--- src/rtl/palette_rgb_lut_pkg.sv ---
// palette_rgb_lut_pkg
// Purpose : shared colour-code names, default palette colours and the flash
//           FSM state type for the Space Invaders palette LUT.
// Ports   : none (package).
package palette_rgb_lut_pkg;

  // Colour codes produced by the sprite/priority mixer.
  localparam int BACKGROUND = 0;
  localparam int SPACESHIP  = 1;
  localparam int ALIENS0    = 2;
  localparam int ALIENS1    = 3;
  localparam int ALIENS2    = 4;
  localparam int ALIENS3    = 5;
  localparam int LASER      = 6;
  localparam int NONE       = 7;

  // Game default colours, RRRGGGBB.
  localparam logic [7:0] DEF_BACKGROUND = 8'h4D;
  localparam logic [7:0] DEF_SPACESHIP  = 8'h34;
  localparam logic [7:0] DEF_ALIENS0    = 8'h1E;
  localparam logic [7:0] DEF_ALIENS1    = 8'hD6;
  localparam logic [7:0] DEF_ALIENS2    = 8'h56;
  localparam logic [7:0] DEF_ALIENS3    = 8'h86;
  localparam logic [7:0] DEF_LASER      = 8'h80;
  localparam logic [7:0] DEF_NONE       = 8'h00;

  typedef enum logic {
    FLASH_OFF = 1'b0,
    FLASH_ON  = 1'b1
  } flash_state_e;

  // Reset colour of palette entry idx; entries beyond the named codes are black.
  function automatic logic [7:0] pal_default(input int idx);
    case (idx)
      BACKGROUND: return DEF_BACKGROUND;
      SPACESHIP:  return DEF_SPACESHIP;
      ALIENS0:    return DEF_ALIENS0;
      ALIENS1:    return DEF_ALIENS1;
      ALIENS2:    return DEF_ALIENS2;
      ALIENS3:    return DEF_ALIENS3;
      LASER:      return DEF_LASER;
      NONE:       return DEF_NONE;
      default:    return 8'h00;
    endcase
  endfunction

endpackage

--- src/rtl/palette_rgb_lut_flash_timer.sv ---
// palette_rgb_lut_flash_timer
// Purpose : frame-tick driven flash phase generator. The phase toggles every
//           FLASH_FRAMES frame ticks.
// Ports   : clk, rst (sync, active-high), frame_tick (1-cycle pulse per frame)
//           -> flash_phase (1 = ON).
//
//   state     | meaning
//   ----------+-------------------------------------------
//   FLASH_OFF | flashing entries show their palette colour
//   FLASH_ON  | flashing entries show FLASH_RGB
module palette_rgb_lut_flash_timer
  import palette_rgb_lut_pkg::*;
#(
  parameter int FLASH_FRAMES = 8
) (
  input  logic clk,
  input  logic rst,
  input  logic frame_tick,
  output logic flash_phase
);

  localparam int CNT_W = $clog2(FLASH_FRAMES) + 1;
  localparam logic [CNT_W-1:0] CNT_LAST = CNT_W'(FLASH_FRAMES - 1);

  flash_state_e     r_state, w_state_nxt;
  logic [CNT_W-1:0] r_cnt, w_cnt_nxt;

  always_ff @(posedge clk) begin
    if (rst) begin
      r_state <= FLASH_OFF;
      r_cnt   <= '0;
    end else begin
      r_state <= w_state_nxt;
      r_cnt   <= w_cnt_nxt;
    end
  end

  always_comb begin
    w_state_nxt = r_state;
    w_cnt_nxt   = r_cnt;
    if (frame_tick) begin
      if (r_cnt == CNT_LAST) begin
        w_cnt_nxt = '0;
        case (r_state)
          FLASH_OFF: w_state_nxt = FLASH_ON;
          FLASH_ON:  w_state_nxt = FLASH_OFF;
          default:   w_state_nxt = FLASH_OFF;
        endcase
      end else begin
        w_cnt_nxt = r_cnt + CNT_W'(1);
      end
    end
  end

  assign flash_phase = (r_state == FLASH_ON);

endmodule

--- src/rtl/palette_rgb_lut.sv ---
// palette_rgb_lut
// Purpose : writable colour-code -> RGB palette between the sprite mixer and
//           the VGA DAC. One-cycle registered lookup, blanking gate, per-entry
//           flash effect and write-first bypass on write/lookup collisions.
// Ports   : clk, rst (sync, active-high)
//           wr_en/wr_idx/wr_data  palette write port
//           flash_mask            bit i=1 makes entry i flash
//           frame_tick            one pulse per frame, paces the flash timer
//           pix_valid/pix_idx     lookup request, blank forces black
//           rgb/rgb_valid         registered colour to the DAC
//           flash_phase           current flash phase (1 = ON)
module palette_rgb_lut
  import palette_rgb_lut_pkg::*;
#(
  parameter int               IDX_W        = 3,
  parameter int               RGB_W        = 8,
  parameter int               FLASH_FRAMES = 8,
  parameter logic [RGB_W-1:0] FLASH_RGB    = RGB_W'(8'hFF)
) (
  input  logic                  clk,
  input  logic                  rst,
  input  logic                  wr_en,
  input  logic [IDX_W-1:0]      wr_idx,
  input  logic [RGB_W-1:0]      wr_data,
  input  logic [(2**IDX_W)-1:0] flash_mask,
  input  logic                  frame_tick,
  input  logic                  pix_valid,
  input  logic [IDX_W-1:0]      pix_idx,
  input  logic                  blank,
  output logic [RGB_W-1:0]      rgb,
  output logic                  rgb_valid,
  output logic                  flash_phase
);

  localparam int DEPTH = 2 ** IDX_W;

  logic [RGB_W-1:0] r_pal [DEPTH];
  logic [RGB_W-1:0] r_rgb;
  logic             r_rgb_valid;

  logic             w_flash_phase;
  logic             w_hit;
  logic             w_flash;
  logic [RGB_W-1:0] w_entry;
  logic [RGB_W-1:0] w_rgb_nxt;

  palette_rgb_lut_flash_timer #(
    .FLASH_FRAMES (FLASH_FRAMES)
  ) u_flash_timer (
    .clk         (clk),
    .rst         (rst),
    .frame_tick  (frame_tick),
    .flash_phase (w_flash_phase)
  );

  always_ff @(posedge clk) begin
    if (rst) begin
      for (int i = 0; i < DEPTH; i++) begin
        r_pal[i] <= RGB_W'(pal_default(i));
      end
    end else if (wr_en) begin
      r_pal[wr_idx] <= wr_data;
    end
  end

  // A write landing on the entry being looked up is forwarded so the DAC
  // sees the new colour in the same cycle it is written.
  assign w_hit   = wr_en && (wr_idx == pix_idx);
  assign w_entry = w_hit ? wr_data : r_pal[pix_idx];
  assign w_flash = w_flash_phase && flash_mask[pix_idx];

  always_comb begin
    w_rgb_nxt = '0;
    if (pix_valid && !blank) begin
      w_rgb_nxt = w_flash ? FLASH_RGB : w_entry;
    end
  end

  always_ff @(posedge clk) begin
    if (rst) begin
      r_rgb       <= '0;
      r_rgb_valid <= 1'b0;
    end else begin
      r_rgb       <= w_rgb_nxt;
      r_rgb_valid <= pix_valid;
    end
  end

  assign rgb         = r_rgb;
  assign rgb_valid   = r_rgb_valid;
  assign flash_phase = w_flash_phase;

endmodule

--- config.mk ---
export PLATFORM = sky130hd
export DESIGN_NAME = palette_rgb_lut
export DESIGN_NICKNAME = d
export VERILOG_FILES = /design/src/rtl/palette_rgb_lut_pkg.sv /design/src/rtl/palette_rgb_lut_flash_timer.sv /design/src/rtl/palette_rgb_lut.sv
export SDC_FILE = /design/constraint.sdc
export NUM_CORES = 1
export LEC_CHECK = 0
export ABC_AREA = 1
export CAP_MARGIN = 20
export CELL_PAD_IN_SITES_DETAIL_PLACEMENT = 1
export CELL_PAD_IN_SITES_GLOBAL_PLACEMENT = 1
export CORE_MARGIN = 2
export CORE_UTILIZATION = 25
export DETAILED_ROUTE_END_ITERATION = 16
export GPL_TIMING_DRIVEN = 0
export PLACE_DENSITY_LB_ADDON = 0.1
export SYNTH_ARGS = -nofsm -noshare
export SYNTH_HDL_FRONTEND = slang
export SYNTH_HIERARCHICAL = 1
export SYNTH_SLANG_ARGS = --single-unit
export TNS_END_PERCENT = 5
--- constraint.sdc ---
create_clock -name clk -period 4.4 [get_ports clk]
set_clock_uncertainty 0.1 [all_clocks]
set_input_delay 1.1 -clock clk [delete_from_list [all_inputs] [get_ports clk]]
set_output_delay 1.1 -clock clk [all_outputs]
set_load 0.01 [all_outputs]
==> summary.txt <==
Cells and area
  – Commonest non-fill, non-tap cells in the layout: 161 x nand2_1, 80 x inv_1, 64 x edfxtp_1
  – Nets: between 500 and 600
  – Share of cells above drive strength 1: a little under a tenth
  – Commonest non-fill, non-tap cell in the layout: nand2_1
  – Area delta synth->final: 25.43%
  – ANT cells: 0

Floorplanning
  – Die area: around 0.017 mm^2
  – Initial core utilization: 25.63%
  – I/O Pins: 38
  – Die width: about 130 um
  – Die Y-Extent: around 130 um
  – Row cnt: 45
  – Core Box Area: 0.01520 mm^2

Synthesis
  – Netlist cell types: 20
  – Share of the synthesized area in the top cell type: around half
  – Fraction of registers with async set/reset: 0%
  – Sequential share of the synthesized area: 56.52%
  – Mapped Nets: about 510
  – Post-synth EDFFs: between 60 and 70
  – Leading area contributor after synthesis: edfxtp_1
  – Syn Area/Cell: 8.185 um^2
  – Synth area leaders: edfxtp_1 49%, nand2_1 16%, nand3_1 8.0%
  – Synth warnings: 6
  – Area of the mapped netlist: ~0.0039 mm^2
  – Post-Syn Instances: around 480
  – FF+latch count, synth: a little under 80
  – Synth Flop Type: edfxtp_1

Worst hold path
  – Worst min path class: register to register
  – Hold Crit Depth: 2
  – Hold EP: u_flash_timer/r_cnt[2]
  – Beginning of the worst hold path: u_flash_timer/r_cnt[2]

Clocking
  – Worst-Skew Late Latency: 0.35 ns
  – Root buffer cell: clkbuf_16
  – # clock sinks: slightly below 80
  – Reg clk slew, reported paths: around 0.070 ns
  – H-Tree Depth: 3
  – Hold Buf Count CTS: 0
  – Post-CTS Setup Bufs: 0
  – Post_cts resized: 0
  – Clock Path Buffers: 2
  – CTS buffer count: 9
  – CTS tree: yes

Global routing
  – Vias in the first global route: between 3000 and 4000
  – Global Route Usage Sum: about 16%
  – Initial antenna violation count: 0
  – Total grt overflow: 0
  – First-pass GRT wire length: about 19000 um
  – Largest net degree at the start of global routing: 14

STA
  – Max Clk Rate: approximately 0.34 GHz
  – Post-layout min period: just under 3 ns
  – Setup repair after global routing missed its margin: false
  – Fin. max-slew vios: 0
  – Max-slew headroom: between 40% and 50%
  – Worst slew pin tran: between 0.8 and 0.9 ns
  – Crit share post-route: around two thirds
  – Setup_tns: 0 ns
  – Setup-failing EPs final: 0
  – Final Hold Viols: 0

Pwr
  – PwrDens: 418.1 mW/mm^2
  – Lkg Pwr: ~2.2 nW
  – Peak VDD IR: 172.6 uV
  – Overall power: 2.043 mW

Place
  – Final GP Congestion: 0.8394
  – DP Wirelength: 9084 um
  – PortBufs: 37

Status
  – Status: complete, no violations

Routing
  – DR WL/cell: about 17 um
  – Remaining DRCs: 0
  – Post-Route WL: between 10000 and 15000 um
  – DR vias/cell: 4.353
  – Final ANT Viol Nets: 0
  – 1st-pass router iterations: 4
  – Via Count: between 3000 and 4000
  – DRT iter0 DRCs: around 170

Critical path
  – Max FO, Critical Path: 9
  – Reg2Reg Launch Point: r_pal[7][3]
  – CP max stage delay: just under 0.5 ns
  – Top cell by count, worst path: nand2_1
  – Slack of the worst reg-to-reg path: a little over 3 ns
  – Capturing point of the worst reg2reg path: rgb[3]
  – WP data required: between 4 and 5 ns
  – Setup Crit Path Kind: input port to register
  – Cells on worst reg2reg path: 8
  – Worst-path cell chain: clkdlybuf4s50_1 > inv_2 > nand2_1 > nor2_1 > nand3_1 > nand2_1
  – Critical Path End Type: register
  – Critical Path AT: ~2.9 ns
  – CP bufs+invs: 2
  – CP delay by family, top: simple AND/OR/NAND/NOR gates
  – Critical path's slowest cell: clkdlybuf4s50_1
  – Crit path launch type: input port

Flow run
  – Max Cap Viol: 0
==> power breakdown <==
group / total (mW) / switching [mW] / internal, mW
clock: 0.981 / 0.314 / 0.667
combinational: 0.208 / 0.136 / 0.0721
sequential: 0.854 / 0.0133 / 0.841
total: 2.04 / 0.463 / 1.58
==> tightest hold or removal path, stage by stage, from the launching register on <==
cell and delay (ns):
dfxtp_1 0.33, inv_2 0.08, a21oi_1 0.05
==> worst max-delay path by stage <==
stage,start,endpoint,slack (ns),cells after the start
after floorplan,rst,r_pal[6][0],2.04,7
after global placement,rst,r_pal[6][6],1.03,8
after detailed placement,rst,r_pal[6][3],1.02,8
after CTS,rst,r_pal[6][3],1.38,8
after global routing,rst,r_pal[6][5],1.16,8
final,rst,r_pal[7][0],1.42,6
==> flip-flops by register name, summed over array words and instances, names as in the netlist <==
name,cells
r_pal,64
rgb,8
rgb_valid,1
u_flash_timer/flash_phase,1
u_flash_timer/r_cnt,4
==> cell families after synthesis <==
logic type	share of synthesized area [%]
compound gates	0.8991
fa+ha+maj	0.3211
buf+inv	10.89
flops	56.52
simple gates	31.37
==> stage by stage <==
step           hold WS, ns  worst slack [ns]  utilization, %  area [um^2]  std cells
2_1_floorplan       0.3652             2.041               -         3896        476
3_3_place_gp        0.3846             1.027           29.61         4502        701
3_5_place_dp        0.4040             1.018           29.61         4502        701
4_1_cts             0.4158             1.384           32.15         4887        717
5_1_grt             0.4455             1.157           32.15         4887        717
6_report            0.4095             1.421           32.15         4887        717
==> cell type report <==
class / count / area [um^2]
Sequential cell: 78 / 2202
Multi-Input combinational cell: 295 / 1270
Clock buffer: 9 / 225.2
Timing Repair Buffer: 37 / 370.4
Buffer: 11 / 73.82
Tap cell: 188 / 235.2
Clock inverter: 7 / 160.2
Inverter: 92 / 350.3
Fill cell: 1819 / 10310
==> metal layers <==
| metal | vias to the layer above | share of wire (%) | global-route usage (%) |
|---|---|---|---|
| met1 | 1467 | 49 | 21.72 |
| met5 | - | 0 | 0 |
| met4 | 0 | 2.3 | 6.394 |
| met2 | 63 | 44 | 24.59 |
| met3 | 20 | 4.8 | 3.950 |
| li1 | 1571 | - | - |
==> cell usage after synthesis (2+ instances only) <==
| library cell | instances |
|---|---|
| a21oi_1 | 4 |
| edfxtp_1 | 64 |
| o21ai_1 | 2 |
| dfxtp_1 | 14 |
| buf_2 | 5 |
| buf_4 | 5 |
| nand2_1 | 161 |
| nor2_1 | 52 |
| nand3_1 | 62 |
| nor2_4 | 6 |
| inv_1 | 80 |
| nor2_2 | 3 |
| inv_2 | 11 |
No activity file was read; power rests on OpenSTA's default activity.
